`src/rtl/fpmul_mmio.sv`:
```
// Memory-mapped front end for the floating-point multiplier core: operand, control,
// status and result registers plus a launch/wait FSM with a sticky done flag and an interrupt.
module fpmul_mmio #(
  parameter int DATA_W = 32,
  parameter int N_OPS  = 2,
  parameter int ADDR_W = 3
) (
  input  logic                    clk,
  input  logic                    rst,
  input  logic                    we,
  input  logic [ADDR_W-1:0]       addr,
  input  logic [DATA_W-1:0]       wd,
  output logic [DATA_W-1:0]       rd,
  output logic                    irq,
  output logic                    core_start,
  output logic [N_OPS*DATA_W-1:0] core_ops,
  input  logic                    core_done,
  input  logic [DATA_W-1:0]       core_result
);

  localparam logic [ADDR_W-1:0] A_CTRL = ADDR_W'(N_OPS);
  localparam logic [ADDR_W-1:0] A_STAT = ADDR_W'(N_OPS + 1);
  localparam logic [ADDR_W-1:0] A_RES  = ADDR_W'(N_OPS + 2);

  typedef enum logic [1:0] {IDLE, START, WAIT, DONE} state_t;

  state_t            state, state_nx;
  logic [DATA_W-1:0] ops [N_OPS];
  logic [DATA_W-1:0] result;
  logic              irq_en, done;
  logic              busy, ctrl_wr, go, clr;

  assign busy       = (state == START) || (state == WAIT);
  assign ctrl_wr    = we && (addr == A_CTRL);
  assign go         = ctrl_wr && wd[0];
  assign clr        = ctrl_wr && wd[2];
  assign core_start = (state == START);

  always_ff @(posedge clk or posedge rst) begin
    if (rst) state <= IDLE;
    else     state <= state_nx;
  end

  // go beats clr in DONE; both are meaningless while busy
  always_comb begin
    state_nx = state;
    case (state)
      IDLE:    if (go) state_nx = START;
      START:   state_nx = WAIT;
      WAIT:    if (core_done) state_nx = DONE;
      DONE: begin
        if (go)       state_nx = START;
        else if (clr) state_nx = IDLE;
      end
      default: state_nx = IDLE;
    endcase
  end

  // Operands are frozen while busy so core_ops stays stable for the core
  always_ff @(posedge clk or posedge rst) begin
    if (rst) begin
      for (int i = 0; i < N_OPS; i++) ops[i] <= '0;
    end else begin
      for (int i = 0; i < N_OPS; i++)
        if (we && !busy && (addr == ADDR_W'(i))) ops[i] <= wd;
    end
  end

  always_ff @(posedge clk or posedge rst) begin
    if (rst) begin
      irq_en <= 1'b0;
      done   <= 1'b0;
      result <= '0;
      irq    <= 1'b0;
    end else begin
      irq <= done & irq_en;
      if (ctrl_wr) irq_en <= wd[1];
      if ((state == WAIT) && core_done) begin
        result <= core_result;
        done   <= 1'b1;
      end else if (((state == IDLE) || (state == DONE)) && go) begin
        done <= 1'b0;
      end else if ((state == DONE) && clr) begin
        done <= 1'b0;
      end
    end
  end

  always_comb begin
    for (int i = 0; i < N_OPS; i++) core_ops[i*DATA_W +: DATA_W] = ops[i];
  end

  always_comb begin
    rd = '0;
    for (int i = 0; i < N_OPS; i++)
      if (addr == ADDR_W'(i)) rd = ops[i];
    if (addr == A_CTRL) rd[1] = irq_en;
    if (addr == A_STAT) begin
      rd[0] = done;
      rd[1] = busy;
      rd[2] = irq_en;
    end
    if (addr == A_RES) rd = result;
  end

endmodule

```
`config.mk`:
```
export PLATFORM = sky130hd
export DESIGN_NAME = fpmul_mmio
export DESIGN_NICKNAME = d
export VERILOG_FILES = /design/src/rtl/fpmul_mmio.sv
export SDC_FILE = /design/constraint.sdc
export NUM_CORES = 1
export LEC_CHECK = 0
export CORE_MARGIN = 1.5
export CORE_UTILIZATION = 45
export DETAILED_ROUTE_END_ITERATION = 6
export PLACE_DENSITY = 0.8
export SLEW_MARGIN = 30
export SYNTH_ARGS = -nofsm -noshare
export SYNTH_HDL_FRONTEND = slang
export SYNTH_SLANG_ARGS = --single-unit
```
`constraint.sdc`:
```
create_clock -name clk -period 4.1 [get_ports clk]
set_input_delay 0.82 -clock clk [delete_from_list [all_inputs] [get_ports clk]]
set_output_delay 0.82 -clock clk [all_outputs]
set_load 0.005 [all_outputs]
```
# Yosys cells after proc, flatten, opt, wreduce, memory -nomap -nowiden
# Index checks and enable logic that the tools add are counted.
[word_totals]
reg_bits = 101
in_bits = 71
output_inout_bits = 98
elab_cells = 47
[op_classes]
eq_ne = 10
muxes = 13
bitwise = 1
n_reduce_logical = 16
[op_table]
columns = ["operator", "n"]
rows = [
  ["2-to-1 mux 32 bit", 3],
  ["logical AND 1 bit", 9],
  ["2-to-1 mux 2 bit", 4],
  ["case mux 2 bit (4 select lines)", 1],
  ["== test 3 x 2 -> 1 bit, second input constant", 2],
  ["== test 2 bit, second input constant", 2],
  ["2-to-1 mux 1 bit", 4],
  ["!= test 2 bit, second input constant", 2],
  ["== test 3 x 1 -> 1 bit, second input constant", 1],
  ["== test 3 bit, second input constant", 1],
  ["logical NOT 3 bit", 1],
  ["2-to-1 mux 3 bit", 1],
  ["!= test 3 bit, second input constant", 1],
  ["AND reduction 3 bit", 1],
  ["nonzero test 3 bit", 1],
  ["== test 2 x 1 -> 1 bit, second input constant", 1],
  ["logical NOT 2 bit", 1],
  ["logical OR 1 bit", 2],
  ["bitwise AND 1 bit", 1],
  ["logical NOT 1 bit", 1],
]

# Logic depth before layout (Yosys ltp)
[logic_depth]
ltp_word = 7
ltp_mapped = 6
mapped_depth_nobuf = 6

# Worst setup path before layout
# OpenSTA, ideal clock, no wires.
[synth_path]
kind = "input port to output port"
from = "in addr[0]"
to = "out rd[2]"
arrival_time_ps = 1723
t_required_ps = 3280
path_slack_ps = 1557
cell_stages = 6
n_path_buf = 2
path_cell_list = "buf_2 -> buf_2 -> mux2i_1 -> nor2_1 -> a31oi_1 -> o21ai_0"
[synth_via]
elab_chain_len = 5
elab_cells_between_ends = 8
classes_between = "eq/ne (3); mux (4); reduce/logical (1)"
[synth_lines]
columns = ["element", "line_no", "source"]
rows = [
  ["from (decl)", "11", "input logic [ADDR_W-1:0] addr,"],
  ["logical NOT 3 bit", "96", "if (addr == ADDR_W'(i)) rd = ops[i];"],
  ["2-to-1 mux 32 bit (2 in a row)", "96", ""],
  ["2-to-1 mux 3 bit", "98", "if (addr == A_STAT) begin"],
  ["2-to-1 mux 32 bit (*)", "103", "if (addr == A_RES) rd = result;"],
  ["to (decl)", "13", "output logic [DATA_W-1:0] rd,"],
]
# Mark *: on every way between the ends. The rest lies on a longest branch, timed or not.

# Final worst setup path
[layout_path]
from = "in addr[0]"
to = "out rd[0]"
# Same word-level chain as after synthesis.

==> run metrics <==
fin util ~66%; number of synthesized flops with an enable pin 0; biggest area contributors in the synthesized netlist sky130_fd_sc_hd__dfrtp_1 53%, sky130_fd_sc_hd__mux2_2 22%, sky130_fd_sc_hd__mux2i_1 6.7%, sky130_fd_sc_hd__nor2_1 4.5%, sky130_fd_sc_hd__a21oi_1 2.5%; remaining antenna violation count after routing 0; Total Neg Setup Slack 0 ps; total via count in the routed design 3609; H-tree depth reported by CTS 3; mux contribution to synthesized area just under 30%; number of ports placed on the die boundary 169; sinks on the clock net 101; worst slack, placed 692 ps; clock insertion delay at the later pin of the skew report 350 ps; wire length of the first global-routing pass 19.9 mm; crit start category input port; cell taking the most area after synthesis sky130_fd_sc_hd__dfrtp_1; worst voltage drop across the vdd grid 0.000365 V; synthesis-to-layout area growth 41.3%; maximum clock rate around 300 MHz; Clock Pin Slew Worst Setup and Hold Paths roughly 80 ps; final period utilization 83.0%; Data required, critical path 3280 ps; vias in the first global route 3789; maximum buffer depth of the clock tree 2; hold-fix buffers at CTS 0; Arr. time, crit path 2580 ps; CP Max Fanout 29; number of different library cells in the post-synthesis netlist 29; area share of fa/ha/maj cells after synthesis around 1.3%; antenna diode count 0; sequential fraction of the synthesis area 52.7%; leading cell types in the layout, fill and taps excluded 165 x sky130_fd_sc_hd__clkdlybuf4s50_1, 101 x sky130_fd_sc_hd__dfrtp_1, 95 x sky130_fd_sc_hd__mux2_2, 57 x sky130_fd_sc_hd__nor2_1, 32 x sky130_fd_sc_hd__mux2i_1; unrepaired setup endpoints after global routing false; maximum number of pins on one net before global-route repair slightly above 60; outcome finished clean; detail-routed net length per standard cell 18.0 µm; final hold violations 0; CTS tree done; netlist area before placement 4800 µm²; post-synth net total 463; DRC violations left 0; routability cong. 0.814; commonest non-fill, non-tap cell in the layout sky130_fd_sc_hd__clkdlybuf4s50_1; Min Clock Period, post-route approximately 3400 ps; Post-Layout Cell Count 693; TritonCTS Buffers 9; type of the worst min-delay path flop to flop; Die Span X ~110 µm; cell chosen for the clock root sky130_fd_sc_hd__clkbuf_8; number of buffers inserted by post-CTS setup repair 0; number of maximum-capacitance constraint violations 0; Lkg Pwr 2.88 nW; layout cell share with drive strength beyond 1 23.5%; gate count of the mapped netlist 387; Die Area 11300 µm²; global route total overflow 0; area fraction in compound gates after synthesis under 10%; antenna violations before repair 1; count of yosys warnings during synthesis 0; Worst Setup Slack, final 697 ps; total of flip-flops plus latches after synthesis ~100; areal power density over the cells 649 nW/µm²; Net count, final 629; final WL around 12 mm; DP HPWL 8.89 mm; FFs w/ async S/R, synth 100%; post-synthesis share of cell area spent on and, or, nand and nor gates 7.67%; actual slew at the worst max-slew pin 831 ps; crit end category output pin; normalized max-slew margin 44.4%; total of endpoints with negative setup slack in the final report 0; via/cell ratio 5.21; category of the most critical setup path input port to output pin; XOR/XNOR Fraction of Synth Area 0%; total of buffers placed on input and output ports between 150 and 200; number of pins with negative max-slew slack in the final report 0; Resized cells post-CTS 0; vertical die dimension between 100 and 150 µm; number of placement rows 37; fraction of post-synthesis cell area in the top cell type by area 52.7%; Avg Synthesized Cell Area 12.4 µm²; Clock Skew 7.25 ps; effective utilization at floorplan 46.5%; drt first-iter violations 125; largest family of logic cells by synthesized area multiplexers; area inside the core boundary between 10000 and 15000 µm²; GRT Util Overall 22.8%; First-pass DRT Iterations 4; Placed Cells incl. Taps roughly 680; Most used DFF post-synth sky130_fd_sc_hd__dfrtp_1
[flip-flops by register name (all words and copies together) (netlist names)]
name / count
irq_en: 1
core_ops: 64
irq: 1
done: 1
result: 32
state: 2
[final timing paths]
check / from / end / slack (ps) / depth (start not counted)
worst max register to register: state[0] / core_ops[28] / 1980 / 5
worst max-delay path: addr[0] / rd[0] / 700 / 7
max in group asynchronous: rst / result[27] / 2360 / 3
min in group asynchronous: rst / result[2] / 950 / 2
worst min register to register: result[27] / result[27] / 510 / 1
worst min-delay path: result[27] / result[27] / 510 / 1
[worst max-delay path: stages]
cell	delay, ps
sky130_fd_sc_hd__buf_2	470
sky130_fd_sc_hd__buf_12	300
sky130_fd_sc_hd__mux2i_1	230
sky130_fd_sc_hd__nor2_1	50
sky130_fd_sc_hd__a31oi_1	150
sky130_fd_sc_hd__o21ai_0	90
sky130_fd_sc_hd__clkdlybuf4s50_1	460
[layout make-up]
| cell class | count | area (µm²) |
|---|---|---|
| repair buffers | 180 | 1770 |
| flip-flops and latches | 101 | 2530 |
| fillers | 799 | 3540 |
| well taps | 136 | 170 |
| inverters | 7 | 28.8 |
| clock inverters | 4 | 50.0 |
| clock buffers | 11 | 131 |
| multi-input cells | 254 | 2100 |
[metal layers]
layer	global-route usage, %	wire length [µm]
met5	0	11
met2	38.0	6070
met3	6.13	896
met4	6.08	146
met1	29.3	5330
[cell families after synthesis]
| logic type | after synthesis |
|---|---|
| compound gates | 41 |
| fa+ha+maj | 5 |
| buf+inv | 32 |
| flops | 101 |
| mux | 129 |
| simple gates | 79 |
[through the flow]
stage	cell area (µm²)	hold WS [ps]	power, mW
CTS	6780	513	4.44
floorplan	4800	473	2.73
finish	6780	509	4.40
global route	6780	525	4.69
global placement	6600	487	3.74
detailed placement	6600	492	3.83
[Yosys cell counts, types with 2 or more instances]
| cell | n |
|---|---|
| sky130_fd_sc_hd__buf_2 | 5 |
| sky130_fd_sc_hd__mux2i_1 | 32 |
| sky130_fd_sc_hd__buf_4 | 4 |
| sky130_fd_sc_hd__ha_1 | 5 |
| sky130_fd_sc_hd__o21ai_0 | 4 |
| sky130_fd_sc_hd__buf_1 | 3 |
| sky130_fd_sc_hd__a31oi_1 | 3 |
| sky130_fd_sc_hd__buf_6 | 4 |
| sky130_fd_sc_hd__nor2b_1 | 2 |
| sky130_fd_sc_hd__mux2_2 | 95 |
| sky130_fd_sc_hd__o22a_1 | 6 |
| sky130_fd_sc_hd__inv_1 | 7 |
| sky130_fd_sc_hd__nand3_1 | 3 |
| sky130_fd_sc_hd__nor2_1 | 57 |
| sky130_fd_sc_hd__clkbuf_1 | 9 |
| sky130_fd_sc_hd__dfrtp_1 | 101 |
| sky130_fd_sc_hd__a21oi_1 | 24 |
| sky130_fd_sc_hd__nand2_1 | 12 |
[where the power goes]
part / switching, mW / internal, mW / leakage [nW]
Sequential: 0.352 / 1.49 / 1.22
Clock: 0.324 / 0.279 / 0.0854
Combinational: 0.664 / 1.29 / 1.58
Total: 1.34 / 3.06 / 2.88
Power figures use the tool's default switching activity.
